<file path="src/rtl/mux_arb_pkg.sv">
// Shared arbitration types and the round-robin pick helper.
// Reusable by any arbiter with up to RR_MAX requesters.
package mux_arb_pkg;

  localparam int RR_MAX = 32;

  typedef enum logic {
    ARB_IDLE,
    ARB_BUSY
  } arb_state_t;

  typedef struct packed {
    logic       found;
    logic [4:0] idx;
  } rr_pick_t;

  // First set bit scanning start, start+1, ... modulo n.
  function automatic rr_pick_t rr_pick(
    input logic [RR_MAX-1:0] req,
    input int                n,
    input int                start
  );
    rr_pick_t r;
    int       k;
    r = '0;
    for (int i = RR_MAX - 1; i >= 0; i--) begin
      if (i < n) begin
        k = start + i;
        if (k >= n) k = k - n;
        if (req[k[4:0]]) begin
          r.found = 1'b1;
          r.idx   = k[4:0];
        end
      end
    end
    return r;
  endfunction

endpackage

</file>
<file path="src/rtl/mux_nto1.sv">
// Parameterised N-to-1 word select, zero when not enabled.
module mux_nto1 #(
  parameter int N_REQ  = 4,
  parameter int DATA_W = 1,
  parameter int SEL_W  = $clog2(N_REQ)
) (
  input  logic [N_REQ*DATA_W-1:0] data,
  input  logic [SEL_W-1:0]        sel,
  input  logic                    en,
  output logic [DATA_W-1:0]       y
);

  logic [DATA_W-1:0] words [N_REQ];

  for (genvar k = 0; k < N_REQ; k++) begin : g_w
    assign words[k] = data[k*DATA_W +: DATA_W];
  end

  always_comb begin
    y = '0;
    if (en) y = words[sel];
  end

endmodule

</file>
<file path="src/rtl/mux_rr_arbiter.sv">
// Round-robin arbiter with bounded hold time driving a shared N-to-1 mux.
module mux_rr_arbiter
  import mux_arb_pkg::*;
#(
  parameter int N_REQ    = 4,
  parameter int DATA_W   = 1,
  parameter int MAX_HOLD = 4
) (
  input  logic                     clk,
  input  logic                     reset,
  input  logic [N_REQ-1:0]         req_i,
  input  logic [N_REQ*DATA_W-1:0]  data_i,
  output logic [N_REQ-1:0]         gnt_o,
  output logic [$clog2(N_REQ)-1:0] sel_o,
  output logic                     valid_o,
  output logic [DATA_W-1:0]        data_o
);

  localparam int SW = $clog2(N_REQ);
  localparam int CW = (MAX_HOLD > 1) ? $clog2(MAX_HOLD) : 1;
  localparam logic [CW-1:0] CMAX = CW'(MAX_HOLD - 1);
  localparam logic [SW-1:0] LAST = SW'(N_REQ - 1);
  localparam logic [N_REQ-1:0] ONE = N_REQ'(1);

  arb_state_t state, state_n;
  logic [SW-1:0] ptr, ptr_n, sel_n, nxt;
  logic [CW-1:0] cnt, cnt_n;
  logic [N_REQ-1:0] gnt_n, others;
  logic valid_n;
  logic [RR_MAX-1:0] req_ext;
  rr_pick_t pick_ptr, pick_nxt;

  assign req_ext  = RR_MAX'(req_i);
  assign nxt      = (sel_o == LAST) ? '0 : sel_o + 1'b1;
  assign others   = req_i & ~(ONE << sel_o);
  assign pick_ptr = rr_pick(req_ext, N_REQ, int'(ptr));
  assign pick_nxt = rr_pick(req_ext, N_REQ, int'(nxt));

  always_comb begin
    state_n = state;
    ptr_n   = ptr;
    cnt_n   = cnt;
    sel_n   = sel_o;
    gnt_n   = gnt_o;
    valid_n = valid_o;
    unique case (state)
      ARB_IDLE: begin
        if (pick_ptr.found) begin
          sel_n   = pick_ptr.idx[SW-1:0];
          gnt_n   = ONE << pick_ptr.idx[SW-1:0];
          valid_n = 1'b1;
          cnt_n   = '0;
          state_n = ARB_BUSY;
        end
      end
      ARB_BUSY: begin
        if (!req_i[sel_o]) begin
          ptr_n = nxt;
          if (pick_nxt.found) begin
            sel_n = pick_nxt.idx[SW-1:0];
            gnt_n = ONE << pick_nxt.idx[SW-1:0];
            cnt_n = '0;
          end else begin
            gnt_n   = '0;
            valid_n = 1'b0;
            state_n = ARB_IDLE;
          end
        end else if (|others && cnt == CMAX) begin
          ptr_n = nxt;
          sel_n = pick_nxt.idx[SW-1:0];
          gnt_n = ONE << pick_nxt.idx[SW-1:0];
          cnt_n = '0;
        end else if (!(|others)) begin
          if (cnt < CMAX) cnt_n = cnt + 1'b1;
        end else begin
          cnt_n = cnt + 1'b1;
        end
      end
      default: state_n = ARB_IDLE;
    endcase
  end

  always_ff @(posedge clk) begin
    if (reset) begin
      state   <= ARB_IDLE;
      ptr     <= '0;
      cnt     <= '0;
      sel_o   <= '0;
      gnt_o   <= '0;
      valid_o <= 1'b0;
    end else begin
      state   <= state_n;
      ptr     <= ptr_n;
      cnt     <= cnt_n;
      sel_o   <= sel_n;
      gnt_o   <= gnt_n;
      valid_o <= valid_n;
    end
  end

  mux_nto1 #(
    .N_REQ (N_REQ),
    .DATA_W(DATA_W),
    .SEL_W (SW)
  ) u_mux (
    .data(data_i),
    .sel (sel_o),
    .en  (valid_o),
    .y   (data_o)
  );

  logic unused_ok;
  assign unused_ok = &{1'b0, pick_ptr.idx, pick_nxt.idx};

endmodule
</file>
<file path="config.mk">
export PLATFORM = sky130hd
export DESIGN_NAME = mux_rr_arbiter
export DESIGN_NICKNAME = d
export VERILOG_FILES = /design/src/rtl/mux_arb_pkg.sv /design/src/rtl/mux_nto1.sv /design/src/rtl/mux_rr_arbiter.sv
export SDC_FILE = /design/constraint.sdc
export NUM_CORES = 1
export LEC_CHECK = 0
export CORE_MARGIN = 2
export CORE_UTILIZATION = 55
export CTS_CLUSTER_DIAMETER = 40
export CTS_CLUSTER_SIZE = 28
export DETAILED_ROUTE_END_ITERATION = 10
export GPL_TIMING_DRIVEN = 0
export HOLD_SLACK_MARGIN = 0.06
export PLACE_DENSITY = 0.77
export SETUP_SLACK_MARGIN = 0.4
export SYNTH_ARGS = -nofsm -noshare
export SYNTH_HDL_FRONTEND = slang
export SYNTH_SLANG_ARGS = --single-unit
export TNS_END_PERCENT = 1
</file>
<file path="constraint.sdc">
create_clock -name clk -period 4 [get_ports clk]
set_clock_uncertainty 0.05 [all_clocks]
set_input_delay 0.8 -clock clk [delete_from_list [all_inputs] [get_ports clk]]
set_output_delay 0.8 -clock clk [all_outputs]
set_load 0.05 [all_outputs]
</file>
==> impl_metrics.ini, run 1 <==
[outcome]
status = complete, no violations

[sta]
tns_ns = 0
rsz0062_at_grt = false
hold_viol_final = 0
final-setup-viol-count = 0
worst_slew_pin_slew_ns = 0.499
max_slew_margin_pct = 66.5
setup_ws_ns = 0.643
fmax_ghz = 0.298
fin_crit_ns = 3.36
period_share_pct = 83.9
slew_viol_final = 0

[grt]
grt-ovfl-total = 0
grt_max_degree = 11
antenna_found_initial = 0
grt_pass1_vias = 1250
grt_pass1_wl_um = 5640
grt_usage_pct = 26.3

[placed_design]
dp_slack_ns = 0.532
place.detailed.hpwl_um = 2620
placed_cell_area_um2 = 1590
place_congestion = 0.919
numPortBuffers = 17

[power]
p_int_mw = 0.484
pwr-share-comb_pct = 70.3
power_density_nw_per_um2 = 578
p_sw_mw = 0.455
swShare_pct = 48.4
power_frac_seq_pct = 19.5
peakVddDrop_uv = 604
leakage_nw = 0.649
clockPowerShare_pct = 10.2

[die]
die-area_um2 = 2930
rows = 18
die_h_um = 54.1
die_width_um = 54.1
pin_count = 18
start_util_pct = 56.8
core_area_um2 = 2430

[setup_path]
worst-path-buf-inv = 2
crit_fanout = 1
slowest_stage = clkdlybuf4s50_1
crit_type = primary input to output pin
critPathRequiredTime_ns = 3.15
slowest_delay_ns = 0.69
crit_top_cell = clkdlybuf4s50_1
crit_family = buffers and inverters
critical_path_arrival_ns = 2.51
crit_path_end_kind = output pin
start_kind = primary input
path_cells = clkdlybuf4s50_1, mux4_2, and2_1, clkdlybuf4s50_1

[yosys]
synth_area_leaders = dfxtp_1 17%, ha_1 11%, nor2_1 5.2%
ys_warn_count = 0
avgSynthCellArea_um2 = 8.13
synth_top_cell_area_share_pct = 17.4
syn_area_um2 = 1380
synth-edff-count = 0
synth-async-reset-ratio_pct = 0
synthCells = 170
ys.flop_type = dfxtp_1
ys_ff_latch = 12
synth_nets = 192
yosysMostFrequentCell = nor2_1
yosysSeqAreaShare_pct = 17.4
yosys-top-cells-count = 19 x nor2_1, 14 x a21oi_1, 12 x dfxtp_1, 12 x ha_1, 8 x inv_1
ys_types = 55
yosysTopAreaCell = dfxtp_1

[clocking]
clockBufferDepth = 2
numCtsBuffers = 3
root_buffer = clkbuf_4
postCtsSetupBuffers = 0
cts-resized-gates = 0
path_clk_slew_ns = 0.07
ctsHoldBuffers = 0
htreeDepth = 1
cts_sinks = 12
insertion_delay_ns = 0.27
cts_tree = yes

[min_path]
holdCritPathClass = register to register

[cells_and_area]
design_area_um2 = 1630
area_growth_syn_to_layout_pct = 17.7
diodes = 0
n_fill_cell = 223
fin_nets = 214
drive_gt1_share_pct = 13.1

[drt]
num_vias = 1376
drc_errors = 0
drt-pass1-iter-count = 4
drtIter0Drc = 27
wl_per_cell_um = 15.4
wl_um = 3410
vias_per_cell = 6.23
ant_nets = 0

[job]
max_cap_viol_count = 0
-- tightest hold or removal path: stages, from the launching register on --
cell and delay [ns]:
dfxtp_1 0.31, nor2_1 0.09, a211oi_1 0.05
-- layer usage --
| metal | GRT usage (%) | share of wire [%] | up-vias | wire length (µm) |
|---|---|---|---|---|
| met3 | 4.44 | 4.7 | 2 | 160 |
| met2 | 44.7 | 49 | 47 | 1660 |
| met5 | 0 | 0 | - | 0 |
| li1 | - | - | 681 | - |
| met1 | 35.5 | 46 | 646 | 1580 |
| met4 | 3.33 | 0.35 | 0 | 12 |
-- layout make-up --
type / instances / area [µm²] / area share [%]
plain buffers: 12 / 70.1 / 4.31
well taps: 30 / 37.5 / 2.31
flip-flops and latches: 12 / 240 / 14.8
clock buffers: 4 / 36.3 / 2.23
inverters: 8 / 30.0 / 1.85
repair buffers: 17 / 170 / 10.5
multi-input cells: 138 / 1040 / 64.0
-- logic make-up after synthesis --
kind of cell / synth area share, %
AO/OA/AOI/OAI: 28.9
buffers and inverters: 7.25
AND/OR/NAND/NOR: 25.1
adder cells (fa/ha/maj): 10.9
multiplexers: 10.5
flip-flops: 17.4
-- power groups by stage --
stage | registers, mW | logic [mW] | clock network, mW
6_report | 0.183 | 0.660 | 0.0960
2_1_floorplan | 0.256 | 0.432 | 0
4_1_cts | 0.183 | 0.654 | 0.0993
3_3_place_gp | 0.185 | 0.643 | 0
3_5_place_dp | 0.186 | 0.651 | 0
5_1_grt | 0.189 | 0.730 | 0.107
-- stage by stage --
step                utilization [%]  hold slack (ns)  total power, mW  instances
CTS                            66.8            0.452            0.937        221
global placement               65.3            0.430            0.828        217
detailed placement             65.3            0.441            0.837        217
floorplan                         -            0.418            0.688        170
global route                   66.8            0.467             1.03        221
finish                         66.8            0.448            0.939        221
-- flip-flops by register name (all words and copies together), names as in the netlist --
name	flops
ptr	2
gnt_o	4
valid_o	1
sel_o	2
state	1
cnt	2
-- layout by cell type, fill, tap and decap left out, types with 2 or more instances in the layout --
master / Yosys / final
nor2_1: 19 / 19
clkdlybuf4s50_1: 0 / 17
a21oi_1: 14 / 14
ha_1: 12 / 12
dfxtp_1: 12 / 12
inv_1: 8 / 8
nand2b_1: 6 / 6
buf_2: 5 / 5
nor2b_1: 5 / 5
clkbuf_1: 4 / 4
mux2i_1: 4 / 4
nand3_1: 4 / 4
a311oi_1: 4 / 4
mux2_2: 4 / 4
nand2_1: 4 / 4
a211oi_1: 3 / 3
nor3_1: 3 / 3
o21ai_0: 3 / 3
o211ai_1: 3 / 3
clkbuf_4: 0 / 3
buf_6: 2 / 2
mux4_2: 2 / 2
and2_1: 2 / 2
o41ai_1: 2 / 2
and3b_1: 2 / 2
a22oi_1: 2 / 2
nor4b_1: 2 / 2
a211o_1: 2 / 2
a31oi_1: 2 / 2
or2_1: 2 / 2
a221oi_1: 2 / 2
o22ai_1: 2 / 2
or3b_1: 2 / 2
and3_1: 2 / 2
nand4_1: 2 / 2
o21a_1: 2 / 2
-- worst paths after layout --
path                         start                     to  slack, ns  cells after the start
max                      data_i[3]                 data_o       0.64                      4
min          gnt_o[3]$_SDFFE_PP0P_  gnt_o[3]$_SDFFE_PP0P_       0.45                      2
max reg2reg  sel_o[0]$_SDFFE_PP0P_  gnt_o[1]$_SDFFE_PP0P_       0.76                     11
min reg2reg  gnt_o[3]$_SDFFE_PP0P_  gnt_o[3]$_SDFFE_PP0P_       0.45                      2
Note: power is estimated with default switching activity, not from simulation.
==> run 2: changes to the inputs <==
--- a/config.mk
+++ b/config.mk
@@ -5,14 +5,15 @@
 export SDC_FILE = /design/constraint.sdc
 export NUM_CORES = 1
 export LEC_CHECK = 0
+export CORE_ASPECT_RATIO = 2
 export CORE_MARGIN = 2
-export CORE_UTILIZATION = 55
+export CORE_UTILIZATION = 50
 export CTS_CLUSTER_DIAMETER = 40
 export CTS_CLUSTER_SIZE = 28
 export DETAILED_ROUTE_END_ITERATION = 10
 export GPL_TIMING_DRIVEN = 0
 export HOLD_SLACK_MARGIN = 0.06
-export PLACE_DENSITY = 0.77
+export PLACE_DENSITY = 0.73
 export SETUP_SLACK_MARGIN = 0.4
 export SYNTH_ARGS = -nofsm -noshare
 export SYNTH_HDL_FRONTEND = slang
==> constraint.sdc (replaced) <==
create_clock -name clk -period 2.8 [get_ports clk]
set_clock_uncertainty 0.05 [all_clocks]
set_input_delay 0.56 -clock clk [delete_from_list [all_inputs] [get_ports clk]]
set_output_delay 0.56 -clock clk [all_outputs]
set_load 0.05 [all_outputs]
==> run 2 against run 1 <==
- cell area grew 17%
- register-to-register slack got worse by 0.54 ns
- die area is 10% higher
- hold slack improved by 0.0076 ns
- first-iteration DRC count increased by 11%
==> impl_metrics.ini, run 2 (synthesized netlist as in run 1, its figures left out) <==
[outcome]
status = complete, no violations

[placed_design]
place_congestion = 0.897
place.detailed.hpwl_um = 2990
numPortBuffers = 17
dp_cells = 216

[setup_path]
worstReg2RegEnd = gnt_o[1]$_SDFFE_PP0P_
r2r_slack_ns = 0.22
critPathRequiredTime_ns = 2.19
r2r-start = sel_o[0]$_SDFFE_PP0P_
path_cells = clkdlybuf4s50_1, mux4_2, and2_1, dlygate4sd2_1
crit_path_end_kind = output pin
start_kind = primary input
slowest_delay_ns = 0.45
rr_worst_depth = 11
critical_path_arrival_ns = 1.99
crit_type = primary input to output pin
slowest_stage = mux4_2
crit_fanout = 1

[drt]
vias_per_cell = 6.33
drtIter0Drc = 30
drc_errors = 0
num_vias = 1481
drt-pass1-iter-count = 5
wl_um = 4160
ant_nets = 0
wl_per_cell_um = 17.8

[grt]
grt_pass1_wl_um = 6760
grt_pass1_vias = 1578
grt_max_degree = 11
grt-ovfl-total = 0
grt_usage_pct = 29.1
antenna_found_initial = 0

[clocking]
root_buffer = clkbuf_8
cts_sinks = 12
ctsHoldBuffers = 0
numCtsBuffers = 3
clockBufferDepth = 2
insertion_delay_ns = 0.24
path_clk_slew_ns = 0.06
htreeDepth = 1
cts_tree = yes

[sta]
worst_slew_pin_slew_ns = 0.494
fmax_ghz = 0.385
fin_crit_ns = 2.60
hold_viol_final = 0
max_slew_margin_pct = 67.0
tns_ns = 0
slew_viol_final = 0
holdWs_ns = 0.456
period_share_pct = 92.8
final-setup-viol-count = 0
rsz0062_at_grt = true

[cells_and_area]
regMostFlops = gnt_o
layout_commonest_cell = nor2_1
final_cell_mix = 18 x nor2_1, 15 x buf_4, 14 x a21oi_1
largest_register_ffs = 4
drive_gt1_share_pct = 30.7
fin_nets = 228
diodes = 0
area_growth_syn_to_layout_pct = 37.2
instances_no_fill = 234

[power]
clockPowerShare_pct = 11.3
power_density_nw_per_um2 = 870
swShare_pct = 45.9
p_sw_mw = 0.758
power_frac_seq_pct = 16.5
pwr-share-comb_pct = 72.2
p_int_mw = 0.892
leakage_nw = 0.763
peakVddDrop_uv = 581

[min_path]
holdCritPathClass = register to register
hold_end = gnt_o[2]$_SDFFE_PP0P_
hold_start = gnt_o[2]$_SDFFE_PP0P_
whs_path_depth = 2

[die]
core_area_um2 = 2700
start_util_pct = 51.1
die_width_um = 41.2
die-area_um2 = 3220
pin_count = 18
die_h_um = 78.3
rows = 27

[job]
max_cap_viol_count = 0
-- run 2: final cells by class --
type                    instances  area, µm²
flip-flops and latches         12        250
plain buffers                  12        113
clock buffers                   4       55.1
repair buffers                 31        269
multi-input cells             138       1130
well taps                      29       36.3
inverters                       8       40.0
fillers                       230        807
-- run 2: stage by stage --
stage / instance area, µm² / setup WS [ns] / utilization (%) / total power, mW
after floorplan: 1420 / 0.0612 / - / 1.03
after global placement: 1630 / -0.403 / 60.3 / 1.24
after detailed placement: 1630 / -0.446 / 60.3 / 1.27
after CTS: 1870 / 0.184 / 69.3 / 1.61
after global routing: 1900 / 0.135 / 70.1 / 1.76
final: 1900 / 0.202 / 70.1 / 1.65
-- run 2: worst max-delay path by stage --
stage	cells after the start	startpoint	end
2_1_floorplan	11	sel_o[0]$_SDFFE_PP0P_	gnt_o[1]$_SDFFE_PP0P_
3_3_place_gp	8	req_i[2]	gnt_o[1]$_SDFFE_PP0P_
3_5_place_dp	8	req_i[2]	gnt_o[1]$_SDFFE_PP0P_
4_1_cts	11	sel_o[0]$_SDFFE_PP0P_	gnt_o[1]$_SDFFE_PP0P_
5_1_grt	11	sel_o[0]$_SDFFE_PP0P_	gnt_o[1]$_SDFFE_PP0P_
6_report	4	data_i[2]	data_o
-- run 2: layer usage --
metal	part of all wire, %	track usage [%]
met4	1.6	9.35
met5	0	0
met3	3.7	3.39
met1	36	29.9
met2	59	54.2
-- run 2: power by group through the flow --
stage / Sequential, mW / Clock, mW / Combinational [mW]
2_1_floorplan: 0.372 / 0 / 0.660
3_3_place_gp: 0.272 / 0 / 0.970
3_5_place_dp: 0.274 / 0 / 0.996
4_1_cts: 0.273 / 0.191 / 1.15
5_1_grt: 0.277 / 0.199 / 1.28
6_report: 0.272 / 0.187 / 1.19
-- run 2: worst max-delay path, delay by kind of cell --
kind	cells	cell delay (ns)
AND/OR/NAND/NOR	1	0.16
multiplexers	1	0.45
buffers and inverters	2	0.82
-- run 2: timing repair --
item	4_1_cts	5_1_grt
setup endpoints to repair	11	9
pin swaps	6	5
setup buffers	12	2
hold endpoints to repair	0	0
gates resized for setup	27	4
